$ cat config.mk
export PLATFORM = sky130hd
export DESIGN_NAME = mem_lsu
export DESIGN_NICKNAME = d
export VERILOG_FILES = /design/src/rtl/lsu_pkg.sv /design/src/rtl/lsu_align.sv /design/src/rtl/mem_lsu.sv
export SDC_FILE = /design/constraint.sdc
export NUM_CORES = 1
export LEC_CHECK = 0
export BUFFER_PORTS_ARGS = -buffer_cell sky130_fd_sc_hd__buf_4
export CAP_MARGIN = 20
export CORE_ASPECT_RATIO = 1.25
export CORE_MARGIN = 5
export CORE_UTILIZATION = 30
export DETAILED_ROUTE_END_ITERATION = 16
export GPL_TIMING_DRIVEN = 0
export SLEW_MARGIN = 20
export SYNTH_ARGS = -nofsm -noshare
export SYNTH_HDL_FRONTEND = slang
export SYNTH_SLANG_ARGS = --single-unit
export TNS_END_PERCENT = 50
$ cat constraint.sdc
create_clock -name clk -period 2.8 [get_ports clk]
set_input_delay 0.14 -clock clk [delete_from_list [all_inputs] [get_ports clk]]
set_output_delay 0.14 -clock clk [all_outputs]
set_load 0.02 [all_outputs]
$ cat src/rtl/lsu_pkg.sv
// Shared encodings for the load/store unit: funct3 memory-op codes, FSM states
// and the per-size byte-enable patterns.
package lsu_pkg;

    localparam logic [2:0] MOP_B   = 3'b000;
    localparam logic [2:0] MOP_H   = 3'b001;
    localparam logic [2:0] MOP_W   = 3'b010;
    localparam logic [2:0] MOP_D   = 3'b011;
    localparam logic [2:0] MOP_BU  = 3'b100;
    localparam logic [2:0] MOP_HU  = 3'b101;
    localparam logic [2:0] MOP_WU  = 3'b110;
    localparam logic [2:0] MOP_ILL = 3'b111;

    localparam logic [7:0] MASK_B = 8'h01;
    localparam logic [7:0] MASK_H = 8'h03;
    localparam logic [7:0] MASK_W = 8'h0F;
    localparam logic [7:0] MASK_D = 8'hFF;

    typedef enum logic {
        S_IDLE = 1'b0,
        S_MEM  = 1'b1
    } state_e;

    // The low two funct3 bits give the access size for both signed and unsigned ops.
    function automatic logic [7:0] size_mask(input logic [1:0] sz);
        case (sz)
            2'b00:   size_mask = MASK_B;
            2'b01:   size_mask = MASK_H;
            2'b10:   size_mask = MASK_W;
            default: size_mask = MASK_D;
        endcase
    endfunction

endpackage

$ cat src/rtl/lsu_align.sv
// Combinational datapath helpers: store lane replication and byte mask,
// load extraction with sign/zero extension, and access fault detection.
module lsu_align
    import lsu_pkg::*;
(
    input  logic [2:0]  st_op_i,
    input  logic [2:0]  st_off_i,
    input  logic        st_re_i,
    input  logic        st_we_i,
    input  logic [63:0] st_rs2_i,
    output logic [63:0] st_wdata_o,
    output logic [7:0]  st_wmask_o,
    output logic        st_fault_o,
    input  logic [2:0]  ld_op_i,
    input  logic [2:0]  ld_off_i,
    input  logic [63:0] ld_rdata_i,
    output logic [63:0] ld_data_o
);

    logic [63:0] ld_shifted;
    logic        misalign;

    // Replicating the low bytes across the word places them in every lane an
    // aligned access of that size could select.
    always_comb begin
        case (st_op_i[1:0])
            2'b00:   st_wdata_o = {8{st_rs2_i[7:0]}};
            2'b01:   st_wdata_o = {4{st_rs2_i[15:0]}};
            2'b10:   st_wdata_o = {2{st_rs2_i[31:0]}};
            default: st_wdata_o = st_rs2_i;
        endcase
        st_wmask_o = size_mask(st_op_i[1:0]) << st_off_i;
    end

    always_comb begin
        case (st_op_i[1:0])
            2'b01:   misalign = st_off_i[0];
            2'b10:   misalign = |st_off_i[1:0];
            2'b11:   misalign = |st_off_i;
            default: misalign = 1'b0;
        endcase
        st_fault_o = (st_re_i | st_we_i) &
                     ((st_op_i == MOP_ILL) | (st_re_i & st_we_i) |
                      (st_we_i & st_op_i[2]) | misalign);
    end

    always_comb begin
        ld_shifted = ld_rdata_i >> {ld_off_i, 3'b000};
        case (ld_op_i[1:0])
            2'b00:   ld_data_o = ld_op_i[2] ? {56'd0, ld_shifted[7:0]}
                                            : {{56{ld_shifted[7]}}, ld_shifted[7:0]};
            2'b01:   ld_data_o = ld_op_i[2] ? {48'd0, ld_shifted[15:0]}
                                            : {{48{ld_shifted[15]}}, ld_shifted[15:0]};
            2'b10:   ld_data_o = ld_op_i[2] ? {32'd0, ld_shifted[31:0]}
                                            : {{32{ld_shifted[31]}}, ld_shifted[31:0]};
            default: ld_data_o = ld_shifted;
        endcase
    end

endmodule

$ cat src/rtl/mem_lsu.sv
// Memory stage: accepts one op per cycle from execute, runs a single-outstanding
// req/ack data-memory access for loads/stores, and emits one registered write-back beat.
module mem_lsu
    import lsu_pkg::*;
(
    input  logic        clk,
    input  logic        rst,
    input  logic        ex_valid,
    output logic        ex_ready,
    input  logic [63:0] ex_res,
    input  logic [63:0] ex_rs2,
    input  logic [2:0]  ex_mem_op,
    input  logic        ex_mem_re,
    input  logic        ex_mem_we,
    input  logic [4:0]  ex_rd,
    input  logic        ex_reg_we,
    output logic        mem_req,
    output logic        mem_we,
    output logic [63:0] mem_addr,
    output logic [63:0] mem_wdata,
    output logic [7:0]  mem_wmask,
    input  logic [63:0] mem_rdata,
    input  logic        mem_ack,
    output logic        wb_valid,
    output logic [4:0]  wb_rd,
    output logic        wb_we,
    output logic [63:0] wb_data,
    output logic        wb_fault,
    output state_e      dbg_state
);

    // Handshake: an op transfers on a rising edge where ex_valid && ex_ready;
    // ex_ready depends only on state. The memory port holds mem_req and all its
    // payload stable until the edge that samples mem_ack high; wb_valid is a
    // single-cycle pulse with no backpressure.

    state_e      state_q, state_d;
    logic [2:0]  op_q, op_d;
    logic [2:0]  off_q, off_d;
    logic        req_q, req_d;
    logic        mwe_q, mwe_d;
    logic [63:0] addr_q, addr_d;
    logic [63:0] wdata_q, wdata_d;
    logic [7:0]  wmask_q, wmask_d;
    logic        wbv_q, wbv_d;
    logic [4:0]  wbrd_q, wbrd_d;
    logic        wbwe_q, wbwe_d;
    logic [63:0] wbdata_q, wbdata_d;
    logic        wbflt_q, wbflt_d;

    logic [63:0] st_wdata;
    logic [7:0]  st_wmask;
    logic        st_fault;
    logic [63:0] ld_data;

    lsu_align u_align (
        .st_op_i    (ex_mem_op),
        .st_off_i   (ex_res[2:0]),
        .st_re_i    (ex_mem_re),
        .st_we_i    (ex_mem_we),
        .st_rs2_i   (ex_rs2),
        .st_wdata_o (st_wdata),
        .st_wmask_o (st_wmask),
        .st_fault_o (st_fault),
        .ld_op_i    (op_q),
        .ld_off_i   (off_q),
        .ld_rdata_i (mem_rdata),
        .ld_data_o  (ld_data)
    );

    always_comb begin
        state_d  = state_q;
        op_d     = op_q;
        off_d    = off_q;
        req_d    = req_q;
        mwe_d    = mwe_q;
        addr_d   = addr_q;
        wdata_d  = wdata_q;
        wmask_d  = wmask_q;
        wbv_d    = 1'b0;
        wbrd_d   = wbrd_q;
        wbwe_d   = wbwe_q;
        wbdata_d = wbdata_q;
        wbflt_d  = wbflt_q;
        case (state_q)
            S_IDLE: begin
                if (ex_valid) begin
                    wbrd_d = ex_rd;
                    if (!ex_mem_re && !ex_mem_we) begin
                        wbv_d    = 1'b1;
                        wbwe_d   = ex_reg_we;
                        wbdata_d = ex_res;
                        wbflt_d  = 1'b0;
                    end else if (st_fault) begin
                        wbv_d    = 1'b1;
                        wbwe_d   = 1'b0;
                        wbdata_d = ex_res;
                        wbflt_d  = 1'b1;
                    end else begin
                        state_d = S_MEM;
                        req_d   = 1'b1;
                        op_d    = ex_mem_op;
                        off_d   = ex_res[2:0];
                        mwe_d   = ex_mem_we;
                        addr_d  = {ex_res[63:3], 3'b000};
                        wdata_d = ex_mem_we ? st_wdata : 64'd0;
                        wmask_d = ex_mem_we ? st_wmask : 8'd0;
                    end
                end
            end
            S_MEM: begin
                if (mem_ack) begin
                    state_d  = S_IDLE;
                    req_d    = 1'b0;
                    wbv_d    = 1'b1;
                    wbwe_d   = !mwe_q;
                    wbdata_d = mwe_q ? 64'd0 : ld_data;
                    wbflt_d  = 1'b0;
                end
            end
            default: state_d = S_IDLE;
        endcase
    end

    always_ff @(posedge clk) begin
        if (rst) begin
            state_q  <= S_IDLE;
            op_q     <= 3'd0;
            off_q    <= 3'd0;
            req_q    <= 1'b0;
            mwe_q    <= 1'b0;
            addr_q   <= 64'd0;
            wdata_q  <= 64'd0;
            wmask_q  <= 8'd0;
            wbv_q    <= 1'b0;
            wbrd_q   <= 5'd0;
            wbwe_q   <= 1'b0;
            wbdata_q <= 64'd0;
            wbflt_q  <= 1'b0;
        end else begin
            state_q  <= state_d;
            op_q     <= op_d;
            off_q    <= off_d;
            req_q    <= req_d;
            mwe_q    <= mwe_d;
            addr_q   <= addr_d;
            wdata_q  <= wdata_d;
            wmask_q  <= wmask_d;
            wbv_q    <= wbv_d;
            wbrd_q   <= wbrd_d;
            wbwe_q   <= wbwe_d;
            wbdata_q <= wbdata_d;
            wbflt_q  <= wbflt_d;
        end
    end

    assign ex_ready  = (state_q == S_IDLE);
    assign mem_req   = req_q;
    assign mem_we    = mwe_q;
    assign mem_addr  = addr_q;
    assign mem_wdata = wdata_q;
    assign mem_wmask = wmask_q;
    assign wb_valid  = wbv_q;
    assign wb_rd     = wbrd_q;
    assign wb_we     = wbwe_q;
    assign wb_data   = wbdata_q;
    assign wb_fault  = wbflt_q;
    assign dbg_state = state_q;

endmodule

==> impl_metrics.py, run 1 <==
metrics = {
    "timing": {
        "setup_viol": 0,
        "slew_headroom": 0.3894,
        "skew_ps": 16.93,
        "min_period_ps": 2613,
        "hold_viol_final": 0,
        "min_period_over_period": 0.9333,
        "rsz0062_at_grt": "false",
        "fmax_mhz": 382.6,
        "setup-tns-final_ps": 0,
        "drv_slew": 0,
        "tightest_slew_ps": 915.8,
    },
    "job": {
        "maxCapViolCount": 0,
    },
    "drt": {
        "dr.pass1.iters": 5,
        "drcViolationCount": 0,
        "drt_iter0_drc": 900,
        "ant_nets": 0,
        "vias": 13273,
        "wl_per_cell_um": 23.03,
        "routed_via_density": 5.269,
        "wl_mm": 58.00,
    },
    "worst_setup_path": {
        "end_kind": "flip-flop",
        "cp_max_fo": 10,
        "critPathLaunchType": "flip-flop",
        "r2r_cells": 8,
        "criticalPathCategory": "reg2reg",
        "r2r_start": "off_q[1]",
        "crit_arrival_ps": 3020,
        "cp.required_ps": 3210,
        "timing.rr.end": "wb_data[12]",
        "ff2ff_setup_slack_ps": 190,
    },
    "synth": {
        "synth_top_area_cell": "dfxtp_1",
        "synth.top_cell.area_share": 0.3747,
        "yosysSeqAreaShare": 0.3747,
        "netlist-cell-type-count": 61,
        "yosysMostFrequentCell": "nand2_1",
        "syn_avg_cell_area_um2": 7.784,
        "synthArstFlopShare": 0,
        "ys_ff_latch": 214,
        "synth_area_mm2": 0.01143,
        "ys.flop_type": "dfxtp_1",
        "synth_commonest_cells": "nand2_1 (276), dfxtp_1 (214), a21oi_1 (175)",
        "synth_edf_count": 0,
        "ys_top_cells_by_area": "dfxtp_1 (37%), nand2_1 (9.1%), mux2i_1 (8.4%)",
        "netlist_instances": 1469,
        "yosysWarnings": 0,
    },
    "placed_design": {
        "io_buffers": 413,
        "dpl_cell_area_mm2": 0.01516,
        "hpwl_mm": 45.88,
        "gp_congestion": 0.9314,
    },
    "clocking": {
        "clock_latency_ps": 540,
        "cts_tree": "done",
        "cts.sinks": 214,
        "cts_max_path_buffers": 3,
        "clk_pin_slew_ps": 60,
        "cts_buffers": 25,
        "cts_max_level": 1,
        "cts_root_buf": "clkbuf_16",
        "postCtsSetupBuffers": 0,
    },
    "cells_and_area": {
        "drive_gt1_frac": 0.2746,
        "synthToLayoutAreaGrowth_pct": 48.91,
        "final_util": 0.4488,
        "design_area_mm2": 0.01703,
        "final_net_count": 2217,
    },
    "die": {
        "fp.dieArea_mm2": 0.04214,
        "start_util": 0.3014,
        "core-area_mm2": 0.03794,
        "die_h_um": 228.3,
        "die_x_um": 184.6,
        "rows": 80,
        "io_pins": 419,
    },
    "worst_hold_path": {
        "hp-class": "in2reg",
        "holdPathStages": 3,
        "hold_start": "ex_rs2[51]",
        "hold_path_end": "mem_wdata[51]",
    },
    "power": {
        "vdd_drop_max_v": 0.0004731,
        "power_density_mw_per_mm2": 518.6,
        "p_leak_uw": 0.006887,
    },
    "grt": {
        "grt_use_total": 0.2598,
        "grt_pass1_wl_mm": 84.22,
        "grt_pass1_vias": 13262,
        "overflow": 0,
        "grt_max_degree": 13,
        "grt_antenna_before_repair": 5,
    },
    "status": {
        "status": "finished clean",
    },
}
==> registers in the layout, indices dropped and copies added (netlist names), 3 cells and up <==
| name | cells |
|---|---|
| mem_addr | 61 |
| mem_wdata | 64 |
| mem_wmask | 8 |
| op_q | 3 |
| off_q | 3 |
| wb_data | 64 |
| wb_rd | 5 |
==> final cells by class <==
type | instances | area, µm²
fill | 3876 | 20910
multi-input combinational | 1097 | 6511
sequential | 214 | 4284
timing repair buffer | 512 | 4091
clock buffer | 35 | 743.2
buffer | 144 | 620.6
tap | 492 | 615.6
clock inverter | 7 | 96.34
inverter | 16 | 60.06
antenna | 2 | 5.005
==> through the flow <==
stage          setup slack, ps  hold WS (ps)  total power (µW)  cells
6_report                 186.6         16.45              8830   2519
5_1_grt                  52.40         16.95              9185   2519
4_1_cts                  7.274         9.629              8875   2517
3_5_place_dp            -405.2         396.9              5371   2376
3_3_place_gp            -366.6         392.1              5361   2376
2_1_floorplan            724.4         276.0              4394   1471
==> worst max-delay path, stage by stage, from the launching register on <==
cell and delay [ps]:
dfxtp_1 340, buf_6 150, buf_2 260, buf_2 340, mux2i_1 500, mux4_2 340, nor2_1 50, a2111oi_0 410
nor3_1 90
==> repair_timing <==
item / 4_1_cts / 5_1_grt
resized for setup: 7 / 6
endpoints found under the setup margin: 115 / 56
hold endpoints to repair: 129 / 0
hold buffers: 99 / 0
==> layer usage <==
metal	global-route usage	vias to the layer above	share of wire
met5	0	-	0.00047
li1	-	6292	-
met4	0.09637	4	0.041
met3	0.05975	103	0.081
met1	0.3022	6272	0.38
met2	0.4613	602	0.49
==> where the power goes <==
| part | total [µW] | switching (µW) | internal (µW) | leakage [µW] |
|---|---|---|---|---|
| combinational | 2120 | 1250 | 877 | 0.00474 |
| clock | 3380 | 1360 | 2020 | 0.000405 |
| sequential | 3320 | 105 | 3220 | 0.00175 |
==> cells by family (layout without fill, tap and decap cells) <==
logic type	count (synthesis)	in the layout	synth area share
xor+xnor	2	2	0.001532
other cells	1	5	0.0003279
buf+inv	160	714	0.05854
flops	214	214	0.3747
mux	139	139	0.1362
compound gates	411	411	0.2191
simple gates	542	542	0.2097
==> cells in the final DEF (no fill, tap or decap), drive strengths merged, types with 3 or more instances in the layout <==
| cell type | count |
|---|---|
| o2111ai | 13 |
| inv | 16 |
| a31o | 7 |
| buf | 455 |
| o41ai | 7 |
| and2 | 3 |
| nand2b | 17 |
| or3 | 10 |
| clkbuf | 137 |
| a21o | 6 |
| dlygate4sd3 | 99 |
| o31ai | 8 |
| a211oi | 5 |
| a21oi | 175 |
| o21ai | 87 |
| or2 | 3 |
| a2bb2oi | 7 |
| mux4 | 10 |
| nor3 | 19 |
| dfxtp | 214 |
| mux2 | 33 |
| nor2b | 48 |
| nand2 | 276 |
| mux2i | 96 |
| a2111oi | 14 |
| a31oi | 32 |
| nor2 | 96 |
| o211ai | 4 |
| conb | 3 |
| a221oi | 22 |
| clkinvlp | 3 |
| nor4 | 7 |
| o22ai | 9 |
| nand3 | 57 |
==> worst max path at each step <==
stage,slack [ps],depth (start not counted),end,startpoint
floorplan,720,8,wb_data[27],dbg_state
global placement,-370,8,mem_wdata[45],dbg_state
detailed placement,-410,8,mem_addr[51],dbg_state
CTS,7,8,wb_data[30],dbg_state
global route,50,10,mem_wdata[26],ex_res[0]
finish,190,8,wb_data[12],off_q[1]
No activity file was read; power rests on OpenSTA's default activity.
==> inputs of run 2 (changes only) <==
Clock period 2.8 ns to 2.54 ns, I/O delays scaled along.
==> impl_metrics.py, run 2 (synthesis gave the netlist of run 1 again) <==
metrics = {
    "worst_setup_path": {
        "criticalPathCategory": "in2reg",
        "critPathMostFrequentCell": "buf_2",
        "max_stage_delay_ps": 560,
        "cp_max_fo": 10,
        "r2r_start": "off_q[0]",
        "slowest_stage": "dlygate4sd3_1",
        "crit_arrival_ps": 2920,
        "timing.rr.end": "wb_data[34]",
        "critPathLaunchType": "input pin",
        "cp_top_family": "buffers and inverters",
        "end_kind": "flip-flop",
        "ff2ff_setup_slack_ps": 100,
        "r2r_cells": 8,
        "critical_path.cell_chain": "dlygate4sd3_1 -> buf_2 -> o21ai_0 -> o211ai_2 -> nor2_1 -> clkbuf_4 -> buf_2 -> nand3_1 -> a21oi_1",
        "cp.required_ps": 3000,
        "worst-path-buf-inv": 4,
    },
    "clocking": {
        "cts_root_buf": "clkbuf_16",
        "cts.sinks": 214,
        "cts_buffers": 25,
        "cts_max_path_buffers": 3,
        "clk_pin_slew_ps": 60,
        "cts_tree": "done",
        "cts_max_level": 1,
        "clock_latency_ps": 540,
    },
    "grt": {
        "overflow": 0,
        "grt_max_degree": 13,
        "grt_antenna_before_repair": 5,
        "grt_pass1_vias": 13301,
        "grt_pass1_wl_mm": 84.37,
        "grt_use_total": 0.2604,
    },
    "cells_and_area": {
        "final_net_count": 2223,
        "final_util": 0.4520,
        "drive_gt1_frac": 0.2851,
        "synthToLayoutAreaGrowth_pct": 49.97,
        "design_area_mm2": 0.01715,
        "final_cell_mix": "buf_4 (419), nand2_1 (276), dfxtp_1 (214)",
        "layout_commonest_cell": "buf_4",
    },
    "die": {
        "die_x_um": 184.6,
        "core-area_mm2": 0.03794,
        "fp.dieArea_mm2": 0.04214,
        "start_util": 0.3014,
        "io_pins": 419,
        "die_h_um": 228.3,
        "rows": 80,
    },
    "worst_hold_path": {
        "hp-class": "in2reg",
        "hold_start": "ex_rs2[53]",
        "hold_path_end": "mem_wdata[53]",
        "holdPathStages": 3,
    },
    "status": {
        "status": "finished clean",
    },
    "timing": {
        "skew_ps": 13.62,
        "rsz0062_at_grt": "true",
        "fmax_mhz": 405.8,
        "drv_slew": 0,
        "min_period_over_period": 0.9702,
        "setup_viol": 0,
        "min_period_ps": 2464,
        "slew_headroom": 0.3928,
        "hold_viol_final": 0,
        "tightest_slew_ps": 910.8,
        "setup-tns-final_ps": 0,
    },
    "placed_design": {
        "dpl_cell_area_mm2": 0.01516,
        "gp_congestion": 0.9314,
        "io_buffers": 413,
        "hpwl_mm": 45.88,
    },
    "drt": {
        "ant_nets": 0,
        "dr.pass1.iters": 7,
        "vias": 13287,
        "wl_per_cell_um": 22.99,
        "wl_mm": 58.08,
        "routed_via_density": 5.260,
        "drt_iter0_drc": 859,
        "drcViolationCount": 0,
    },
    "power": {
        "power_density_mw_per_mm2": 568.8,
        "power_uw": 9754,
        "vdd_drop_max_v": 0.0005179,
        "p_leak_uw": 0.006968,
    },
    "job": {
        "maxCapViolCount": 0,
    },
}
## run 2: changes by cell type in the layout (fill, tap and decap cells not counted), sizes merged
cell / previous run / this run
clkbuf: 137 / 142
dlygate4sd3: 99 / 102
buf: 455 / 453
diode: 2 / 3
## run 2: metrics by stage
stage                     worst slack [ps]  cells  hold slack [ps]
final                                75.81   2526            11.36
after global routing                -26.61   2525            33.08
after CTS                            16.27   2520            5.744
after detailed placement            -665.2   2376            383.9
after global placement              -626.6   2376            379.1
after floorplan                      464.4   1471            263.0
## run 2: area by class of cell
class / count / area [µm²]
clock inverters: 7 / 96.34
inverters: 16 / 60.06
clock buffers: 35 / 743.2
diodes: 3 / 7.507
multi-input cells: 1097 / 6538
fillers: 3858 / 20790
repair buffers: 518 / 4144
flip-flops and latches: 214 / 4284
well taps: 492 / 615.6
plain buffers: 144 / 660.6
## run 2: routing by layer
layer | GRT usage | vias up | share of wire | wire, µm
met3 | 0.06134 | 107 | 0.083 | 4834
li1 | - | 6313 | - | -
met1 | 0.3020 | 6281 | 0.38 | 22160
met4 | 0.09637 | 6 | 0.043 | 2510
met5 | 0 | - | 0.00062 | 36
met2 | 0.4624 | 580 | 0.49 | 28540
## run 2: worst max path at each step
stage                         start            end  slack (ps)  cells after the start
after floorplan           dbg_state    wb_data[27]         460                      8
after global placement    dbg_state  mem_wdata[45]        -630                      8
after detailed placement  dbg_state   mem_addr[51]        -670                      8
after CTS                 dbg_state    wb_data[30]          20                      8
after global routing      dbg_state   mem_addr[52]         -30                      8
final                     ex_res[0]  mem_wdata[62]          80                      9
## run 2: worst min-delay path, stage by stage
cell,delay (ps)
buf_4,80
o2111ai_1,120
a21oi_1,180
## run 2: repair_timing
item                       in CTS  in global routing
hold endpoints to repair      136                  0
hold buffers                  102                  0
pin swaps                       1                  2
buffers inserted                0                  3
resized for setup              12                 41
setup endpoints to repair     200                 86
## run 2: power by group
group,internal [µW],total (µW),switching [µW]
combinational,989,2370,1380
sequential,3550,3660,115
clock,2230,3720,1500
total,6760,9750,2990
==> inputs of run 3 (changes only) <==
Settings changed: RECOVER_POWER from default to 25.
==> impl_metrics.py, run 3 (synthesis gave the netlist of run 1 again) <==
metrics = {
    "status": {
        "status": "finished clean",
    },
    "drt": {
        "ant_nets": 0,
        "wl_mm": 58.24,
        "vias": 13386,
        "wl_per_cell_um": 23.06,
        "drcViolationCount": 0,
        "drt_iter0_drc": 925,
        "dr.pass1.iters": 5,
        "routed_via_density": 5.301,
    },
    "cells_and_area": {
        "final_cell_mix": "buf_4 (316), nand2_1 (276), dfxtp_1 (214)",
        "final_net_count": 2223,
        "drive_gt1_frac": 0.2344,
        "fin_cells": 2525,
        "layout_commonest_cell": "buf_4",
        "synthToLayoutAreaGrowth_pct": 46.57,
    },
    "timing": {
        "fmax_mhz": 404.3,
        "min_period_over_period": 0.9737,
        "holdWs_ps": 3.608,
        "drv_slew": 0,
        "min_period_ps": 2473,
        "setup_viol": 0,
        "slew_headroom": 0.3943,
        "hold_viol_final": 0,
        "skew_ps": 15.59,
        "worst_slack_ps": 66.70,
        "rsz0062_at_grt": "true",
        "tightest_slew_ps": 908.5,
    },
    "die": {
        "io_pins": 419,
        "start_util": 0.3014,
        "core-area_mm2": 0.03794,
        "fp.dieArea_mm2": 0.04214,
        "die_h_um": 228.3,
        "die_x_um": 184.6,
        "rows": 80,
    },
    "clocking": {
        "cts_max_path_buffers": 3,
        "cts_buffers": 25,
        "clk_pin_slew_ps": 60,
        "cts_tree": "done",
        "clock_latency_ps": 540,
        "cts_max_level": 1,
        "cts.sinks": 214,
        "cts_root_buf": "clkbuf_16",
    },
    "power": {
        "power_uw": 9713,
        "power_density_mw_per_mm2": 579.6,
        "p_leak_uw": 0.006536,
        "vdd_drop_max_v": 0.0005178,
    },
    "grt": {
        "overflow": 0,
        "grt_use_total": 0.2604,
        "grt_antenna_before_repair": 5,
        "grt_pass1_wl_mm": 84.37,
        "grt_pass1_vias": 13301,
        "grt_max_degree": 13,
    },
    "worst_setup_path": {
        "criticalPathCategory": "in2reg",
        "cp.required_ps": 3000,
        "crit_arrival_ps": 2930,
        "ff2ff_setup_slack_ps": 90,
        "critPathLaunchType": "input pin",
        "cp_max_fo": 10,
        "r2r_start": "dbg_state",
        "end_kind": "flip-flop",
        "setup.worst_path.start": "ex_res[0]",
        "worstSetupEndpoint": "mem_wdata[62]",
        "r2r_cells": 8,
        "timing.rr.end": "mem_wdata[62]",
    },
    "worst_hold_path": {
        "hold_start": "ex_rs2[53]",
        "hp-class": "in2reg",
    },
    "placed_design": {
        "hpwl_mm": 45.88,
        "post-place-ws_ps": -665.2,
        "io_buffers": 413,
        "dp_cells": 2376,
        "gp_congestion": 0.9314,
    },
    "job": {
        "maxCapViolCount": 0,
    },
}
[run 3: layout make-up]
type / instances / area [µm²]
timing repair buffer: 518 / 3757
multi-input combinational: 1097 / 6538
clock buffer: 35 / 743.2
antenna: 2 / 5.005
inverter: 16 / 60.06
tap: 492 / 615.6
fill: 3958 / 21180
clock inverter: 7 / 96.34
buffer: 144 / 660.6
sequential: 214 / 4284
[run 3: timing repair]
item / 4_1_cts / 5_1_grt
pin swaps: 1 / 2
setup endpoints to repair: 200 / 86
hold buffers: 102 / 0
resized for setup: 12 / 41
setup buffers: 0 / 3
endpoints found under the hold margin: 136 / 0
[run 3: worst min-delay path by stage]
stage | endpoint | slack [ps] | cells after the start
6_report | mem_wdata[53] | 4 | 3
5_1_grt | mem_wdata[57] | 30 | 4
4_1_cts | mem_wdata[53] | 6 | 3
3_5_place_dp | wb_rd[3] | 380 | 3
3_3_place_gp | wb_rd[3] | 380 | 3
2_1_floorplan | op_q[2] | 260 | 2
[run 3: metal layers]
| layer | up-vias | GRT usage | part of all wire |
|---|---|---|---|
| met3 | 118 | 0.06134 | 0.082 |
| met5 | - | 0 | 0.00062 |
| met2 | 606 | 0.4624 | 0.49 |
| li1 | 6306 | - | - |
| met4 | 6 | 0.09637 | 0.045 |
| met1 | 6350 | 0.3020 | 0.38 |
[run 3: where the power goes]
group | switching (µW) | total, µW | internal (µW)
registers | 115 | 3660 | 3550
clock network | 1510 | 3740 | 2230
logic | 1380 | 2310 | 931
total | 3010 | 9710 | 6700
[run 3: critical path, cell delays in order]
cell,delay [ps]
dlygate4sd3_1,560
buf_2,210
o21ai_0,310
o211ai_2,280
nor2_1,380
clkbuf_4,400
buf_2,290
nand3_1,170
a21oi_1,190
[run 3: metrics by stage]
stage               setup TNS (ps)  instance area [µm²]  utilization
global placement            -64870                15160       0.3996
global route                -92.57                16760       0.4418
CTS                              0                17060       0.4496
detailed placement          -64960                15160       0.3997
floorplan                        0                11440            -
finish                           0                16760       0.4418
